File: config.mk
export PLATFORM = sky130hd
export DESIGN_NAME = calc_arbiter
export DESIGN_NICKNAME = d
export VERILOG_FILES = /design/src/rtl/calc_arbiter.sv
export SDC_FILE = /design/constraint.sdc
export NUM_CORES = 1
export LEC_CHECK = 0
export BUFFER_PORTS_ARGS = -buffer_cell sky130_fd_sc_hd__buf_2
export CELL_PAD_IN_SITES_DETAIL_PLACEMENT = 0
export CELL_PAD_IN_SITES_GLOBAL_PLACEMENT = 1
export CORE_MARGIN = 2
export CORE_UTILIZATION = 36
export CTS_BUF_LIST = sky130_fd_sc_hd__clkbuf_16
export CTS_CLUSTER_SIZE = 16
export DETAILED_ROUTE_END_ITERATION = 6
export GPL_ROUTABILITY_DRIVEN = 0
export GPL_TIMING_DRIVEN = 0
export PLACE_DENSITY = 0.95
export SYNTH_ARGS = -nofsm -noshare
export SYNTH_HDL_FRONTEND = slang
export SYNTH_SLANG_ARGS = --single-unit
export TNS_END_PERCENT = 50
File: constraint.sdc
create_clock -name clk -period 5.65 [get_ports clk]
set_input_delay 0.565 -clock clk [delete_from_list [all_inputs] [get_ports clk]]
set_output_delay 0.565 -clock clk [all_outputs]
set_load 0.02 [all_outputs]
File: src/rtl/calc_arbiter.sv
// calc_arbiter: two-port round-robin arbiter and sequencer for the shared
// calculator datapath. One operation is in flight at a time. The block
// waits LATENCY edges for the result, then holds it until it is consumed.
// Ports:
//   clk, rst_n                      clock, async active-low reset
//   req{0,1}_valid/_ready           request handshakes (ready is combinational)
//   req{0,1}_op/_a/_b               request operation code and operands
//   calc_op/_a/_b                   registered launch values to the calculator
//   calc_result                     calculator result (2*WIDTH bits)
//   rsp_valid/_ready/_id/_result    response channel, held while in RESP
//   busy                            high whenever the sequencer is not idle
module calc_arbiter #(
    parameter int unsigned WIDTH   = 32,
    parameter int unsigned LATENCY = 2
) (
    input  logic                 clk,
    input  logic                 rst_n,
    input  logic                 req0_valid,
    output logic                 req0_ready,
    input  logic [1:0]           req0_op,
    input  logic [WIDTH-1:0]     req0_a,
    input  logic [WIDTH-1:0]     req0_b,
    input  logic                 req1_valid,
    output logic                 req1_ready,
    input  logic [1:0]           req1_op,
    input  logic [WIDTH-1:0]     req1_a,
    input  logic [WIDTH-1:0]     req1_b,
    output logic [1:0]           calc_op,
    output logic [WIDTH-1:0]     calc_a,
    output logic [WIDTH-1:0]     calc_b,
    input  logic [2*WIDTH-1:0]   calc_result,
    output logic                 rsp_valid,
    input  logic                 rsp_ready,
    output logic                 rsp_id,
    output logic [2*WIDTH-1:0]   rsp_result,
    output logic                 busy
);

    localparam int unsigned RES_W = 2 * WIDTH;
    localparam int unsigned CNT_W = 4;

    typedef enum logic [1:0] {
        ST_IDLE = 2'd0,
        ST_WAIT = 2'd1,
        ST_RESP = 2'd2
    } state_e;

    state_e              state_q;
    logic                last_grant_q;
    logic [CNT_W-1:0]    cnt_q;
    logic [1:0]          calc_op_q;
    logic [WIDTH-1:0]    calc_a_q;
    logic [WIDTH-1:0]    calc_b_q;
    logic                rsp_id_q;
    logic [RES_W-1:0]    rsp_result_q;

    logic                gnt_valid;
    logic                gnt_idx;
    logic                launch;
    logic [1:0]          calc_op_d;
    logic [WIDTH-1:0]    calc_a_d;
    logic [WIDTH-1:0]    calc_b_d;

    // Round-robin pick: on a tie the port that did not win last time goes.
    always_comb begin
        gnt_valid = 1'b0;
        gnt_idx   = 1'b0;
        if (req0_valid && req1_valid) begin
            gnt_valid = 1'b1;
            gnt_idx   = ~last_grant_q;
        end else if (req0_valid) begin
            gnt_valid = 1'b1;
            gnt_idx   = 1'b0;
        end else if (req1_valid) begin
            gnt_valid = 1'b1;
            gnt_idx   = 1'b1;
        end
    end

    // Operand mux for the granted requester.
    always_comb begin
        calc_op_d = gnt_idx ? req1_op : req0_op;
        calc_a_d  = gnt_idx ? req1_a  : req0_a;
        calc_b_d  = gnt_idx ? req1_b  : req0_b;
    end

    assign launch     = (state_q == ST_IDLE) && gnt_valid;
    // Gated by rst_n so neither requester sees ready while reset is held.
    assign req0_ready = rst_n && launch && !gnt_idx;
    assign req1_ready = rst_n && launch &&  gnt_idx;

    // Sequencer: launch, count down the pipeline latency, hold the response.
    always_ff @(posedge clk or negedge rst_n) begin
        if (!rst_n) begin
            state_q      <= ST_IDLE;
            last_grant_q <= 1'b1;
            cnt_q        <= '0;
            calc_op_q    <= '0;
            calc_a_q     <= '0;
            calc_b_q     <= '0;
            rsp_id_q     <= 1'b0;
            rsp_result_q <= '0;
        end else begin
            case (state_q)
                ST_IDLE: begin
                    if (gnt_valid) begin
                        calc_op_q    <= calc_op_d;
                        calc_a_q     <= calc_a_d;
                        calc_b_q     <= calc_b_d;
                        rsp_id_q     <= gnt_idx;
                        last_grant_q <= gnt_idx;
                        cnt_q        <= CNT_W'(LATENCY - 1);
                        state_q      <= ST_WAIT;
                    end
                end
                ST_WAIT: begin
                    if (cnt_q == '0) begin
                        rsp_result_q <= calc_result;
                        state_q      <= ST_RESP;
                    end else begin
                        cnt_q <= cnt_q - CNT_W'(1);
                    end
                end
                ST_RESP: begin
                    if (rsp_ready) begin
                        state_q <= ST_IDLE;
                    end
                end
                default: begin
                    state_q <= ST_IDLE;
                end
            endcase
        end
    end

    assign calc_op    = calc_op_q;
    assign calc_a     = calc_a_q;
    assign calc_b     = calc_b_q;
    assign rsp_id     = rsp_id_q;
    assign rsp_result = rsp_result_q;
    assign rsp_valid  = (state_q == ST_RESP);
    assign busy       = (state_q != ST_IDLE);

endmodule

==> results of run 1 <==
-- metal layers --
layer	up-vias	GRT usage	share of wire	wire length [um]
li1	2398	-	-	-
met1	2417	0.2243	0.40	7122
met2	227	0.3480	0.51	9033
met3	22	0.05480	0.078	1385
met4	0	0.06608	0.017	303
met5	-	0	0	0
-- critical path: cells and delay by family, from the launching register on --
kind	cells	cell delay [ns]
buffers and inverters	4	0.64
flip-flops	1	0.42
AND/OR/NAND/NOR	3	0.68
-- cell type report --
type	instances	area, um2
fill	1461	7950
sequential	138	3455
multi-input combinational	292	2459
timing repair buffer	336	1710
clock buffer	17	425.4
tap	220	275.3
buffer	37	224.0
clock inverter	15	128.9
inverter	4	15.01
-- power by group through the flow --
stage | logic (W) | registers, W | clock network [W]
4_1_cts | 0.00253 | 0.00173 | 0.00108
2_1_floorplan | 0.00106 | 0.00232 | 0
3_3_place_gp | 0.00249 | 0.00171 | 0
6_report | 0.00250 | 0.00173 | 0.00106
3_5_place_dp | 0.00253 | 0.00174 | 0
5_1_grt | 0.00270 | 0.00179 | 0.00112
-- cells in the mapped netlist, drive strengths merged (2+ instances only) --
master,n
dfrtp,137
o21ai,136
mux2,67
mux2i,67
clkbuf,19
buf,18
inv,4
nand2b,3
or2,3
ha,2
nor2,2
nor3b,2
-- state kept, by name (all words and copies together), names as in the netlist --
signal	count
rsp_result	64
calc_op	2
last_grant_q	1
cnt_q	4
state_q	2
rsp_id	1
calc_a	32
calc_b	32
-- worst max path at each step --
stage | from | to | slack, ns | depth (start not counted)
2_1_floorplan | state_q[0] | req0_ready | 3.30 | 6
5_1_grt | state_q[0] | req0_ready | 2.79 | 7
4_1_cts | state_q[0] | req0_ready | 2.90 | 7
6_report | state_q[0] | req0_ready | 2.94 | 7
3_5_place_dp | req1_valid | req0_ready | 3.06 | 7
3_3_place_gp | rst_n | req1_ready | 1.59 | 3
-- cells by family (layout without fill, tap and decap cells) --
group | count (synthesis) | in the layout
adder cells (fa/ha/maj) | 2 | 2
AND/OR/NAND/NOR | 16 | 16
buffers and inverters | 41 | 409
multiplexers | 134 | 134
flip-flops | 138 | 138
AO/OA/AOI/OAI | 140 | 140
-- stage by stage --
stage	utilization	instance area (um2)	std cells	total power, W
global placement	0.4870	8104	1026	0.004205
global route	0.5223	8692	1059	0.005607
detailed placement	0.4890	8138	1027	0.004268
floorplan	-	6152	471	0.003379
finish	0.5223	8692	1059	0.005291
CTS	0.5223	8692	1059	0.005345
==> run metrics, run 1 <==
Antenna Diode Count 0; crit start category register; outcome complete, no violations; Hold Crit Class in -> async; antenna violations before repair 0; Worst Tran Pin Value 0.6128 ns; sequential fraction of design power 0.327; dpl ws 3.056 ns; CTS Hold Bufs 0; worst reg2reg endpoint rsp_result[58]; Layout Nets 1029; dpl hpwl 13530 um; layout cell share with drive strength beyond 1 0.5471; # rows 47; Yosys reg bits 138; setup TNS 0 ns; Initial Utilization 0.3697; Netlist cell types 29; Combinational Power Share 0.473; CTS tree done; DRC viols 0; DIE AREA 18150 um2; hold slack 0.1094 ns; simple-gate area share of the yosys netlist 0.01891; mean post-synth cell area 13.06 um2; Compound-Gate Fraction of Synth Area 0.1151; CP Max Fanout 10; commonest non-fill, non-tap cells in the layout buf_2 (342), dfrtp_1 (137), o21ai_0 (132); area added between synthesis and finish 41.29%; commonest non-fill, non-tap cell in the layout buf_2; Leak 4.523 nW; post-DR vias/cell 4.782; Core Footprint 16640 um2; Reg2Reg Depth 7; post-synthesis mux area share 0.2615; Ports 336; Die W 134.7 um; CTS Buf Count 17; element type at the critical path end output port; Pint 0.003131 W; WP data required 5.09 ns; CTS clock-pin slew for the worst setup and hold paths 0.07 ns; Async S/R FF share, synth 1.000; Syn Nets 674; Worst Skew 0.008171 ns; relative slew slack 0.5915; sequential fraction of the synthesis area 0.5615; Routed Antenna Nets 0; MaxCap Viol Count 0; Slew Viols, Final 0; Max H-tree Level 4; drt pass-1 iters 4; synthesized instance count 471; CP peak stage delay 0.42 ns; WL final 17840 um; Power Dens Cells 608.8 nW/um2; synthesized area 6152 um2; VDD IR max 0.2794 mV; Psw 0.002161 W; xor and xnor area share after synthesis 0; cell taking the most area after synthesis dfrtp_1; clock group share of total power 0.200; Synth Area in Adders 0.004068; drt initial violations 167; DR WL/cell 16.85 um; Arr. time, crit path 2.14 ns; vias in the first global route 5180; first-pass GRT wire length 27210 um; clk sink count 138; final setup violating endpoints 0; port buffer count 335; reg2reg setup slack 3.65 ns; Crit-path slowest cell dfrtp_1; Final Hold Fails 0; worst path cell trace or2_1 -> buf_6 -> or2_4 -> buf_6 -> buf_6 -> nor3b_1 -> buf_2; Synth top area share 0.5573; Post-synth EDFFs 0; Worst path most repeated cell buf_6; fin crit period 2.709 ns; Post-CTS Setup Bufs 0; warnings from Yosys 0; Sw Ratio 0.4083; fmax 0.3691 GHz; Post-synth top flop dfrtp_1; via count 5064; Final Cycle Share 0.4795; main combinational cell family by area after synthesis multiplexers; Crit Path Category reg -> out; grt total ovfl 0; RSZ-0062 raised after global routing no; Clock Root Buffer clkbuf_16; die height 134.7 um; largest net degree at the start of global routing 79; clk_lat worst skew 0.42 ns; FF-to-FF Start cnt_q[0]; final worst slack 2.941 ns; gr usage total 0.1949; top post-synthesis cells by area dfrtp_1 (56%), mux2_4 (12%), mux2i_1 (11%); deepest clock path buffer count 2; post-CTS sizing 0
(Power assumes the default switching activity.)
==> inputs of run 2 (changes only) <==
--- a/config.mk
+++ b/config.mk
@@ -9,13 +9,13 @@
 export CELL_PAD_IN_SITES_DETAIL_PLACEMENT = 0
 export CELL_PAD_IN_SITES_GLOBAL_PLACEMENT = 1
 export CORE_MARGIN = 2
-export CORE_UTILIZATION = 36
+export CORE_UTILIZATION = 34
 export CTS_BUF_LIST = sky130_fd_sc_hd__clkbuf_16
 export CTS_CLUSTER_SIZE = 16
 export DETAILED_ROUTE_END_ITERATION = 6
 export GPL_ROUTABILITY_DRIVEN = 0
 export GPL_TIMING_DRIVEN = 0
-export PLACE_DENSITY = 0.95
+export PLACE_DENSITY = 0.91
 export SYNTH_ARGS = -nofsm -noshare
 export SYNTH_HDL_FRONTEND = slang
 export SYNTH_SLANG_ARGS = --single-unit
==> constraint.sdc (replaced) <==
create_clock -name clk -period 2.8 [get_ports clk]
set_input_delay 0.28 -clock clk [delete_from_list [all_inputs] [get_ports clk]]
set_output_delay 0.28 -clock clk [all_outputs]
set_load 0.02 [all_outputs]
==> run 2 against run 1 <==
  * Design area rose by 0.59%
  * Total power rose by 100%
  * Routed wire length fell by 2.4%
  * Utilization fell by 3.2 points
  * Clock skew rose by 0.0031 ns
  * Combinational power rose by 100%
  * Highest routed layer unchanged
  * Sequential share of layout area fell by 0.23 points
  * Register-to-register slack got worse by 2.8 ns
  * Critical path type unchanged
==> run metrics, run 2 (synthesized netlist as in run 1, its figures left out) <==
hold path depth 2; Final Hold Fails 0 (unchanged); Hold Crit Class in -> reg; Crit-path slowest cell dfrtp_1; Slew Viols, Final 0 (unchanged); Layout Nets 1030 (+0.097%); CTS tree done; Worst Tran Pin Value 0.6429 ns (+0.03015 ns); CTS Hold Bufs 1 (+1); commonest non-fill, non-tap cell in the layout buf_2; Arr. time, crit path 2.14 ns (about the same); Power Dens Cells 1225 nW/um2 (+100%); crit start category register; Worst path most repeated cell buf_6; die height 138.5 um (+2.8%); grt total ovfl 0 (unchanged); final setup violating endpoints 0 (unchanged); clk sink count 138 (unchanged); Core Footprint 17840 um2 (+7.2%); deepest clock path buffer count 2 (unchanged); DR WL/cell 16.30 um (-3.3%); reg2reg setup slack 0.85 ns (-2.80 ns); min-delay src rsp_ready; via count 5046 (-0.36%); routing usage on met3 0.05577 (+0.0009624); Routed Antenna Nets 0 (unchanged); commonest non-fill, non-tap cells in the layout buf_2 (342), dfrtp_1 (137), o21ai_0 (132); WP buf/inv 4 (unchanged); drt initial violations 149 (-11%); Reg2Reg Depth 7 (unchanged); area added between synthesis and finish 42.12%; clk_lat worst skew 0.41 ns (about the same); Leak 4.536 nW (+0.30%); outcome complete, no violations; Final Cycle Share 0.8656; port buffer count 335 (unchanged); WP data required 2.52 ns (-2.57 ns); max reg flops 64 (unchanged); RSZ-0062 raised after global routing no; post-CTS sizing 0 (unchanged); drt pass-1 iters 4 (unchanged); FF-to-FF Start cnt_q[0]; Core Util, Final 0.4901 (-0.03222); element type at the critical path end output port; WL final 17420 um (-2.4%); VDD IR max 0.6325 mV (+130%); Total Power 0.01071 W (+100%); antenna violations before repair 0 (unchanged); # rows 49 (+4.3%); Die W 138.5 um (+2.8%); CP Max Fanout 10 (unchanged); MaxCap Viol Count 0 (unchanged); Crit Path Category reg -> out; DIE AREA 19190 um2 (+5.7%); Worst Skew 0.01130 ns (+0.003131 ns); DRC viols 0 (unchanged); worst path cell trace or2_1 -> buf_6 -> or2_4 -> buf_6 -> buf_6 -> nor3b_1 -> buf_2; hold path endpoint state_q[1]; CP peak stage delay 0.42 ns (about the same); largest net degree at the start of global routing 88 (+11%); CTS clock-pin slew for the worst setup and hold paths 0.06 ns (about the same); relative slew slack 0.5698 (-0.02169); CTS Buf Count 17 (unchanged); Top Usage Layer GRT met2; worst reg2reg endpoint rsp_result[33]; met2 Use GR 0.3121 (-0.03586); delay-heaviest family, CP simple AND/OR/NAND/NOR gates; gr usage total 0.1847 (-0.01018); met1 usage 0.2312 (+0.006948); Max H-tree Level 4 (unchanged); dpl hpwl 13310 um (-1.6%); post-DR vias/cell 4.720 (-1.3%); setup TNS 0 ns (unchanged); Clock Root Buffer clkbuf_16; first-pass GRT wire length 28050 um (+3.1%); vias in the first global route 5325 (+2.8%); fin crit period 2.424 ns; Ports 336 (unchanged); layout cell share with drive strength beyond 1 0.5464 (-0.0006513); Antenna Diode Count 0 (unchanged); Post-CTS Setup Bufs 0 (unchanged); Initial Utilization 0.3448 (-0.02484); fmax 0.4126 GHz
[run 2: cell count changes in the layout (fill, tap and decap cells not counted), sizes merged]
cell	delta
dlygate4sd3	+1
inv	-2
clkinvlp	+1
bufinv	+1
[run 2: how the worst max path moves through the flow]
stage                from         end  cells past startpoint
6_report       state_q[0]  req0_ready                      7
5_1_grt        state_q[0]  req0_ready                      7
4_1_cts        state_q[0]  req0_ready                      7
3_5_place_dp   req1_valid  calc_b[16]                      6
3_3_place_gp        rst_n  req1_ready                      3
2_1_floorplan  state_q[0]  req0_ready                      6
[run 2: per-layer routing]
metal | up-vias | part of all wire
li1 | 2407 | -
met5 | - | 0
met3 | 16 | 0.069
met2 | 218 | 0.49
met4 | 0 | 0.016
met1 | 2405 | 0.43
[run 2: layout make-up]
| type | instances | area, um2 |
|---|---|---|
| Tap cell | 229 | 286.5 |
| Inverter | 4 | 15.01 |
| Sequential cell | 138 | 3455 |
| Fill cell | 1632 | 9097 |
| Multi-Input combinational cell | 292 | 2459 |
| Buffer | 37 | 224.0 |
| Clock buffer | 17 | 425.4 |
| Timing Repair Buffer | 337 | 1720 |
| Clock inverter | 15 | 158.9 |
[run 2: metrics by stage]
| step | area [um2] | std cells | worst slack (ns) | hold slack [ns] |
|---|---|---|---|---|
| 2_1_floorplan | 6152 | 471 | 0.7396 | -0.01559 |
| 4_1_cts | 8743 | 1069 | 0.3230 | 0.05356 |
| 6_report | 8743 | 1069 | 0.3763 | 0.07200 |
| 3_5_place_dp | 8149 | 1036 | 0.6575 | 0.2606 |
| 3_3_place_gp | 8115 | 1035 | -0.6873 | 0.4784 |
| 5_1_grt | 8743 | 1069 | 0.2587 | 0.05639 |
[run 2: power breakdown]
group	leakage, nW	switching, W	total, W	internal (W)
clock network	0.281	0.000939	0.00220	0.00126
registers	1.66	0.000497	0.00350	0.00301
logic	2.60	0.00286	0.00500	0.00214
total	4.54	0.00430	0.0107	0.00641
